File: src/rtl/pwm_pkg.sv
// Shared definitions for the PWM chain: dead-time FSM state encoding and default widths.
package pwm_pkg;

  typedef enum logic [2:0] {
    S_OFF,
    S_LOW,
    S_DT_RISE,
    S_HIGH,
    S_DT_FALL
  } t_dt_state;

  localparam int C_WIDTH_DEADTIME = 8;

endpackage

File: src/rtl/pwm_deadtime.sv
// Splits a single PWM stream into a complementary high/low gate-drive pair with a
// programmable dead interval, enable gating and a latched fault shutdown.
module pwm_deadtime
  import pwm_pkg::*;
#(
  parameter int G_WIDTH_DEADTIME = C_WIDTH_DEADTIME
) (
  input  logic                        clk_i,
  input  logic                        reset_i,
  input  logic                        enable_i,
  input  logic [G_WIDTH_DEADTIME-1:0] deadtime_i,
  input  logic                        pwm_i,
  input  logic                        fault_i,
  input  logic                        fault_clr_i,
  output logic                        pwm_hi_o,
  output logic                        pwm_lo_o,
  output logic                        fault_latched_o
);

  localparam logic [G_WIDTH_DEADTIME-1:0] ONE  = {{(G_WIDTH_DEADTIME-1){1'b0}}, 1'b1};
  localparam logic [G_WIDTH_DEADTIME-1:0] ZERO = '0;

  t_dt_state                   state;
  t_dt_state                   state_nxt;
  logic [G_WIDTH_DEADTIME-1:0] cnt;
  logic [G_WIDTH_DEADTIME-1:0] cnt_nxt;
  logic                        fault_nxt;
  logic                        force_off;

  // A programmed dead time of 0 behaves as 1 cycle; the counter holds D-1.
  function automatic logic [G_WIDTH_DEADTIME-1:0] dead_load(
    input logic [G_WIDTH_DEADTIME-1:0] dt
  );
    return (dt == ZERO) ? ZERO : dt - ONE;
  endfunction

  function automatic logic [G_WIDTH_DEADTIME-1:0] dead_dec(
    input logic [G_WIDTH_DEADTIME-1:0] c
  );
    return (c == ZERO) ? ZERO : c - ONE;
  endfunction

  // The old latch value keeps the FSM in S_OFF on the clearing edge itself.
  assign force_off = fault_i | fault_latched_o | ~enable_i;
  assign fault_nxt = fault_i | (fault_latched_o & ~fault_clr_i);

  always_comb begin
    state_nxt = state;
    cnt_nxt   = cnt;
    if (force_off) begin
      state_nxt = S_OFF;
    end else begin
      unique case (state)
        S_OFF: begin
          cnt_nxt   = dead_load(deadtime_i);
          state_nxt = pwm_i ? S_DT_RISE : S_DT_FALL;
        end
        S_LOW: begin
          if (pwm_i) begin
            cnt_nxt   = dead_load(deadtime_i);
            state_nxt = S_DT_RISE;
          end
        end
        S_DT_RISE: begin
          if (!pwm_i) begin
            cnt_nxt   = dead_load(deadtime_i);
            state_nxt = S_DT_FALL;
          end else if (cnt == ZERO) begin
            state_nxt = S_HIGH;
          end else begin
            cnt_nxt = dead_dec(cnt);
          end
        end
        S_HIGH: begin
          if (!pwm_i) begin
            cnt_nxt   = dead_load(deadtime_i);
            state_nxt = S_DT_FALL;
          end
        end
        S_DT_FALL: begin
          if (pwm_i) begin
            cnt_nxt   = dead_load(deadtime_i);
            state_nxt = S_DT_RISE;
          end else if (cnt == ZERO) begin
            state_nxt = S_LOW;
          end else begin
            cnt_nxt = dead_dec(cnt);
          end
        end
        default: state_nxt = S_OFF;
      endcase
    end
  end

  // Outputs decode the next state so they change on the same edge as the state.
  always_ff @(posedge clk_i or posedge reset_i) begin
    if (reset_i) begin
      state           <= S_OFF;
      cnt             <= ZERO;
      fault_latched_o <= 1'b0;
      pwm_hi_o        <= 1'b0;
      pwm_lo_o        <= 1'b0;
    end else begin
      state           <= state_nxt;
      cnt             <= cnt_nxt;
      fault_latched_o <= fault_nxt;
      pwm_hi_o        <= (state_nxt == S_HIGH);
      pwm_lo_o        <= (state_nxt == S_LOW);
    end
  end

endmodule

File: config.mk
export PLATFORM = sky130hd
export DESIGN_NAME = pwm_deadtime
export DESIGN_NICKNAME = d
export VERILOG_FILES = /design/src/rtl/pwm_pkg.sv /design/src/rtl/pwm_deadtime.sv
export SDC_FILE = /design/constraint.sdc
export NUM_CORES = 1
export LEC_CHECK = 0
export CORE_AREA = 2 2 48 50
export CTS_CLUSTER_DIAMETER = 100
export DETAILED_ROUTE_END_ITERATION = 12
export DIE_AREA = 0 0 50 52
export DONT_BUFFER_PORTS = 1
export PLACE_DENSITY = 0.62
export SETUP_SLACK_MARGIN = 0.05
export SYNTH_ARGS = -nofsm -noshare
export SYNTH_HDL_FRONTEND = slang
export SYNTH_SLANG_ARGS = --single-unit
File: constraint.sdc
create_clock -name clk_i -period 5.1 [get_ports clk_i]
set_input_delay 0.765 -clock clk_i [delete_from_list [all_inputs] [get_ports clk_i]]
set_output_delay 0.765 -clock clk_i [all_outputs]
set_load 0.02 [all_outputs]
* Yosys cells after proc, flatten, opt, wreduce, memory -nomap -nowiden
Index checks and enable logic that the tools add are counted.
** Storage, ports and cells
- Register bits after elaboration :: 14
- Output and inout bits :: 3
- Input bits :: 14
** Operators by class
- Reduce and logical (&&, ||, !) cells :: 5
- Mux-type cells :: 16
- Add/sub/neg operators :: 2
- Bitwise gates (word level) :: 7
- Equality and inequality tests :: 8
** Operator list (number)
- $mux 8 :: 6
- $pmux 8 s5 :: 1
- $mux 3 :: 8
- $logic_not 8->1 :: 2
- $sub 8x1->8 const B :: 2
- $pmux 3 s5 :: 1
- $eq 3x2->1 const B :: 3
- $eq 3x1->1 const B :: 2
- $reduce_bool 5->1 :: 1
- $ne 2x2->1 const B :: 2
- $reduce_and 4->1 :: 1
- $eq 3x3->1 const B :: 1
- $logic_not 3->1 :: 1
- $not 1->1 :: 3
- $or 1x1->1 :: 3
- $and 1x1->1 :: 1

* Depth between registers and ports, before layout
Gate-level depths: netlist (run 1).
- Depth in word-level cells :: 6
- Gate-level depth with buffers :: 7

* Least setup slack after synthesis (run 1)
Ideal clock, no wire load.
- Kind :: input-to-reg
- Start point :: in fault_i
- End point :: reg cnt[2]
- Required time :: 4.979 ns
- Stages on the path :: 5
- Path slack :: 2.972 ns
- Setup time :: 0.121 ns
- Arrival :: 2.006 ns
- Cell sequence :: or3b_2 -> a211oi_2 -> buf_4 -> o21ai_0 -> a22o_2
** Between the ends
- Longest elaborated chain between the ends :: 4
** RTL lines
- start, declared :: RTL line pwm_deadtime.sv:13 : input logic fault_i,
- $or 1x1->1 (2 in a row) :: RTL line pwm_deadtime.sv:44 : assign force_off = fault_i | fault_latched_o | ~enable_i;
- $not 1->1 (no line)
- $reduce_and 4->1 (no line)
- end signal, assigned :: RTL line pwm_deadtime.sv:105 : cnt <= cnt_nxt;
- end, declared :: RTL line pwm_deadtime.sv:25 : logic [G_WIDTH_DEADTIME-1:0] cnt;
Every way passes these cells.
A chain may end at the register's enable or synchronous reset.

* Worst setup path after layout (run 1)
- Start point :: reg cnt[0]
- End point :: reg cnt[4]
** Between the ends
- Longest elaborated chain between the ends :: 4
- Elaborated cells between the ends (all ways) :: 6
- Those cells by class :: add/sub (1); mux (4); reduce/logical (1)
** RTL lines
- $sub 8x1->8 / $logic_not 8->1 (equally long branches) :: RTL line pwm_deadtime.sv:40, pwm_deadtime.sv:68, pwm_deadtime.sv:84
- $mux 8 (*) :: RTL line pwm_deadtime.sv:68, pwm_deadtime.sv:84
- $mux 8, on equally long branches :: RTL line pwm_deadtime.sv:81, pwm_deadtime.sv:65
- $pmux 8 s5 (*) :: RTL line pwm_deadtime.sv:53 : unique case (state)
Mark *: on every way between the ends. The rest lies on a longest branch, timed or not.

==> key figures, run 1 <==
Detailed routing
  – Vias: 876
  – ANT nets after route: 0
  – Initial DRC count: 19
  – Vias per inst: a little under 6
  – Drt wl/cell: about 14 µm
  – Post-Route WL: 2.11 mm
  – Pre-antenna DRT Iters: 4
  – Number of remaining DRC errors: 0

Global route
  – Initial antenna violation count: 0
  – Largest net degree at the start of global routing: 15
  – Global-route wire length before repair: 3.56 mm
  – Remaining global-route overflow: 0
  – Gr usage total: 18.4%
  – Vias in the first global route: between 800 and 900

STA
  – Final Max Slew Viols: 0
  – Setup ws final: 2.81 ns
  – Endpoints failing setup: 0
  – Fin crit share: 44.8%
  – TNS Setup: 0 ns
  – Final setup skew: 0.00873 ns
  – Worst Tran Pin Value: roughly 0.8 ns
  – Fmax: 438 MHz
  – Rel. slew slack: between 40 and 50%
  – RSZ-0062 raised after global routing: no
  – Fin. Hold Viols: 0
  – Min Clock Period, post-route: 2.29 ns

Floorplanning
  – Die ar.: between 2000 and 3000 µm²
  – Starting Density: a little under half
  – Num rows: 17
  – CORE AREA: between 2000 and 2500 µm²
  – Die span in y: around 52 µm
  – I/O pin count: 17
  – Die width: around 50 µm

Place
  – DP Worst Slack: ~2.6 ns
  – IO Port Bufs: 0
  – Final HPWL DP: 1.68 mm
  – RD Place Congestion: 0.880
  – Total placed cells including tap cells: approximately 140

Clock network
  – CTS Hold Buffers Added: 0
  – Postcts setup bufs: 0
  – Gates resized, CTS repair: 0
  – CTS Sinks: 14
  – Clock buffer depth: 2
  – CTS tree: yes
  – TritonCTS Buffers: 3
  – Clock root cell: clkbuf_4
  – Clk_lat worst skew: about 0.28 ns
  – H-tree levels: 1
  – CTS clk-pin slew, worst paths: about 0.090 ns

Finish
  – Layout cells sized above 1: roughly 9.2%
  – Antenna Cells: 0
  – Layout overhead on the synthesized area: 5.58%
  – Register area: approximately 350 µm²
  – Layout net count: roughly 140
  – Finished Layout Cells: approximately 150
  – Fill cell total of the finished layout: 208
  – Footprint of the multi-input gates: 614 µm²

Synth
  – Avg Cell Area, Syn: ~8.6 µm²
  – Count leader, synth: dfrtp_1
  – Area contributors post-synth: dfrtp_1, ha_1, o21ai_0
  – Synth Flop Type: dfrtp_1
  – Syn nets: ~140
  – Synthesized area: 1010 µm²
  – Post-synth top area share: between 30% and 40%
  – Ys async rst share: between 90% and 100%
  – Sequential area share after synthesis: a little over a third
  – Synth warn: 0
  – Library cells used by synthesis: 39
  – Synth cell count leaders: dfrtp_1, nor2_1, nand2_1, o21ai_0, inv_1
  – Cell taking the most area after synthesis: dfrtp_1
  – Synth Instances: approximately 120
  – #FFs+latches synth: 14
  – EDFF count, synth: 0

Worst setup path
  – Crit Path Class: reg -> reg
  – CP max stage cell: dfrtp_1
  – Crit Path Max Fanout: 9
  – Crit start category: flop
  – CP Launch Point: cnt[0]$_DFFE_PP0P_
  – Worst EP arrival: roughly 2.5 ns
  – Critical path endpoint category: flop
  – Max incr delay on CP: roughly 0.47 ns
  – CP Data Required Time: 5.27 ns
  – RR Startpoint: cnt[0]$_DFFE_PP0P_
  – Cell Chain, Critical Path: inv_1 -> ha_1 -> nor3b_1 -> nand3_1 -> o21ai_1 -> o21ai_0 -> a22o_1

Hold path
  – Path category of the worst min-delay check: in -> async

Pwr
  – P_leak: 0.000457 µW
  – VDD IR max: between 0.1 and 0.15 mV
  – Pwr dens: around 290 nW/µm²

Job
  – Max cap viols: 0

Run status
  – Status: complete, no violations
-- path summary, 6_finish.rpt --
path | endpoint | slack [ns] | depth (start not counted)
max | cnt[4]$_DFFE_PP0P_ | 2.81 | 7
min | cnt[1]$_DFFE_PP0P_ | 0.40 | 1
max reg2reg | cnt[4]$_DFFE_PP0P_ | 2.81 | 7
min reg2reg | cnt[7]$_DFFE_PP0P_ | 0.55 | 1
max in group asynchronous | cnt[2]$_DFFE_PP0P_ | 4.33 | 1
min in group clk_i | cnt[7]$_DFFE_PP0P_ | 0.55 | 1
-- sequential cells by signal, indices dropped and copies added (netlist names) --
| name | count |
|---|---|
| fault_latched_o | 1 |
| cnt | 8 |
| pwm_lo_o | 1 |
| state | 3 |
| pwm_hi_o | 1 |
-- critical path, delay by kind of cell (launching register included) --
kind            cells  cell delay (ns)
simple gates        2             0.60
buf+inv             1             0.12
fa+ha+maj           1             0.16
compound gates      3             0.83
flops               1             0.47
-- area by class of cell --
type	count	share of cell area [%]
tap	28	3.29
clock buffer	4	3.40
multi-input combinational	94	57.6
inverter	8	2.82
sequential	14	32.9
-- stage by stage --
step	cell area (µm²)	total power, µW	utilization, %	hold slack, ns
global placement	1030	227	48.9	0.527
floorplan	1010	210	-	0.480
finish	1070	308	50.6	0.403
CTS	1070	308	50.6	0.433
detailed placement	1030	228	48.9	0.530
global route	1070	327	50.6	0.444
-- cells by family (layout without fill, tap and decap cells) --
kind of cell / after synthesis / count (layout) / synth area share, %
AND/OR/NAND/NOR: 50 / 50 / 27.3
AO/OA/AOI/OAI: 33 / 33 / 22.4
flip-flops: 14 / 14 / 34.7
buffers and inverters: 10 / 12 / 4.46
XOR/XNOR: 6 / 6 / 5.21
adder cells (fa/ha/maj): 4 / 4 / 4.96
multiplexers: 1 / 1 / 0.991
-- layer usage --
layer / track usage, % / vias up / routed length (µm)
li1: - / 436 / -
met1: 22.8 / 399 / 933
met2: 28.9 / 30 / 961
met3: 2.30 / 11 / 105
met4: 14.4 / 0 / 105
met5: 0 / - / 0
-- cells in the final DEF (no fill, tap or decap), types with 2 or more instances in the layout --
cell type and n:
a21o_1 2, o21ai_0 10, nand2_1 10, nor3b_1 3
xnor2_1 3, nor3_1 5, xor2_1 3, a21oi_1 3
nand3_1 5, clkbuf_4 3, o32ai_1 2, inv_1 8
nor4b_1 2, o22ai_1 4, dfrtp_1 14, ha_1 4
a22o_1 4, nor4_1 2, nor2_1 12
-- power breakdown --
part | internal (µW) | total, µW | switching [µW] | leakage, µW
registers | 126 | 146 | 20.9 | 0.000181
logic | 36.8 | 79.9 | 43.2 | 0.000255
clock network | 43.4 | 81.9 | 38.5 | 0.0000210
total | 206 | 308 | 103 | 0.000457
No activity file was read; power rests on OpenSTA's default activity.
==> run 2: changes to the inputs <==
PLACE_DENSITY = 0.64   (was 0.62)
clock period = 2.1 ns   (was 5.1 ns; I/O delays follow)
==> run 2 against run 1 <==
  * Critical path depth down 2
  * Sequential share of layout area fell by 1.2 points
  * Non-clock buffer count grew 5
  * First-iteration DRC count stayed put
  * Fmax rose by 23%
  * Critical endpoint is now cnt[0]$_DFFE_PP0P_
==> key figures, run 2 (synthesis gave the netlist of run 1 again) <==
Run status
  – Status: complete, no violations

Detailed routing
  – Vias: 880 (+0.46%)
  – Drt wl/cell: 13.4 µm (-6.1%)
  – Initial DRC count: 19 (unchanged)
  – Post-Route WL: 2.03 mm (-3.5%)
  – ANT nets after route: 0 (unchanged)
  – Pre-antenna DRT Iters: 4 (unchanged)
  – Number of remaining DRC errors: 0 (unchanged)
  – Vias per inst: 5.79 (-2.2%)

Place
  – RD Place Congestion: 0.834 (-5.2%)
  – Final HPWL DP: 1.65 mm (-1.6%)
  – IO Port Bufs: 0 (unchanged)
  – DP Worst Slack: 0.0463 ns (-2.55 ns)

Floorplanning
  – Starting Density: 48.0% (unchanged)
  – Die width: 50 µm (unchanged)
  – Die span in y: 52 µm (unchanged)
  – Die ar.: 2600 µm² (unchanged)
  – Num rows: 17 (unchanged)
  – I/O pin count: 17 (unchanged)
  – CORE AREA: 2110 µm² (unchanged)

Clock network
  – Clk_lat worst skew: 0.27 ns (about the same)
  – CTS Sinks: 14 (unchanged)
  – CTS tree: yes
  – Clock root cell: clkbuf_4
  – TritonCTS Buffers: 3 (unchanged)
  – Clock buffer depth: 2 (unchanged)
  – CTS clk-pin slew, worst paths: 0.07 ns (-0.02 ns)
  – Postcts setup bufs: 0 (unchanged)
  – H-tree levels: 1 (unchanged)

Hold path
  – Path category of the worst min-delay check: in -> reg

STA
  – Worst Tran Pin Value: 0.519 ns (-0.262 ns)
  – RSZ-0062 raised after global routing: no
  – Fin. Hold Viols: 0 (unchanged)
  – Min Clock Period, post-route: 1.85 ns (-0.435 ns)
  – Endpoints failing setup: 0 (unchanged)
  – Final setup skew: 0.00304 ns (-0.00569 ns)
  – Final Max Slew Viols: 0 (unchanged)
  – Fmax: 540 MHz (+23%)
  – Fin crit share: 88.1% (+43 points)
  – TNS Setup: 0 ns (unchanged)
  – Setup ws final: 0.249 ns (-2.57 ns)
  – Rel. slew slack: 65.4% (+18 points)

Finish
  – Largest register FFs: 8 (unchanged)
  – Layout net count: 144 (+3.6%)
  – Fill cell total of the finished layout: 193 (-7.2%)
  – Layout cells sized above 1: 13.7% (+4.5 points)
  – Layout overhead on the synthesized area: 9.67%
  – Commonest non-fill, non-tap cell in the layout: dfrtp_1
  – Most flops, register: cnt
  – Top flop regs: cnt: 8 flops, state: 3 flops
  – Commonest non-fill, non-tap cells in the layout: dfrtp_1, nor2_1, nand2_1, o21ai_0, inv_1
  – Antenna Cells: 0 (unchanged)

Global route
  – Gr usage total: 19.5% (+1.2 points)
  – Met2 GRT Util: 32.9% (+3.9 points)
  – Vias in the first global route: 886 (+4.2%)
  – Remaining global-route overflow: 0 (unchanged)
  – Initial antenna violation count: 0 (unchanged)
  – M3 GR Usage: 5.17% (+2.9 points)
  – Gr busiest metal: met2
  – Met1 GRT Util: 24.5% (+1.7 points)
  – Largest net degree at the start of global routing: 15 (unchanged)
  – Global-route wire length before repair: 3.86 mm (+8.5%)

Pwr
  – Comb pwr share: 29.0% (+3.1 points)
  – Psw: 232 µW (+130%)
  – VDD IR max: 0.405 mV (+220%)
  – Internal Power: 468 µW (+130%)
  – P_leak: 0.000478 µW (+4.6%)
  – Sequential share of power: 50.5% (+3.0 points)
  – Clock network power share: 20.5% (-6.1 points)
  – Pwr dens: 633 nW/µm² (+120%)
  – Switching part of the total power: 33.2% (-0.079 points)

Worst setup path
  – Crit start category: flop
  – Crit Path Max Fanout: 7 (-2)
  – CP max stage cell: nor4bb_1
  – Max incr delay on CP: 0.49 ns (+0.02 ns)
  – Cell Chain, Critical Path: nor4bb_1 -> nor2_1 -> nand2_1 -> o22ai_1 -> a22o_1
  – Critical path endpoint category: flop
  – Worst EP arrival: 2.02 ns (-0.44 ns)
  – Delay-heaviest family, CP: simple AND/OR/NAND/NOR gates
  – CP Data Required Time: 2.27 ns (-3.00 ns)
  – Crit Path Class: reg -> reg
  – Number of buffers and inverters on the critical path: 0 (-1)

Job
  – Max cap viols: 0 (unchanged)
[run 2: cell count changes in the layout (fill, tap and decap cells not counted), sizes merged]
cell,change
buf,+4
clkbuf,-1
dlygate4sd3,+1
[run 2: path summary, 6_finish.rpt]
kind / from / end / slack [ns] / cells past startpoint
max in group asynchronous: reset_i / pwm_hi_o$_DFF_PP0_ / 1.25 / 2
max reg2reg: state[0]$_DFF_PP0_ / cnt[0]$_DFFE_PP0P_ / 0.25 / 5
max: state[0]$_DFF_PP0_ / cnt[0]$_DFFE_PP0P_ / 0.25 / 5
min reg2reg: cnt[7]$_DFFE_PP0P_ / cnt[7]$_DFFE_PP0P_ / 0.55 / 1
min in group asynchronous: reset_i / state[0]$_DFF_PP0_ / 0.51 / 2
min: fault_i / fault_latched_o$_DFF_PP0_ / 0.13 / 1
[run 2: power groups by stage]
stage	Sequential [µW]	Combinational (µW)	Clock (µW)
2_1_floorplan	346	163	0
3_3_place_gp	357	198	0
3_5_place_dp	357	199	0
4_1_cts	352	202	154
5_1_grt	362	230	161
6_report	354	203	144
[run 2: repair_timing]
action | CTS | global route
setup endpoints to repair | 3 | 3
hold endpoints to repair | 14 | 0
hold buffers | 1 | 0
resized for setup | 1 | 2
gates cloned | 0 | 0
[run 2: through the flow]
step / instances / power (µW) / hold slack, ns / instance area (µm²) / util, %
2_1_floorplan: 118 / 509 / 0.204 / 1010 / -
4_1_cts: 152 / 708 / 0.122 / 1100 / 52.0
3_5_place_dp: 148 / 556 / 0.276 / 1060 / 50.3
5_1_grt: 152 / 753 / 0.119 / 1110 / 52.6
3_3_place_gp: 148 / 555 / 0.269 / 1060 / 50.3
6_report: 152 / 701 / 0.132 / 1110 / 52.6
[run 2: cell type report]
cell class,instances,area (µm²),area share (%)
clock buffers,3,22.5,2.03
inverters,8,30.0,2.71
multi-input cells,94,629,56.8
flip-flops and latches,14,350,31.6
well taps,28,35.0,3.16
repair buffers,5,40.0,3.62
[run 2: metal layers]
layer | share of wire [%] | wire length (µm)
met5 | 0 | 0
met4 | 0.84 | 17
met3 | 4.8 | 97
met2 | 48 | 977
met1 | 46 | 940
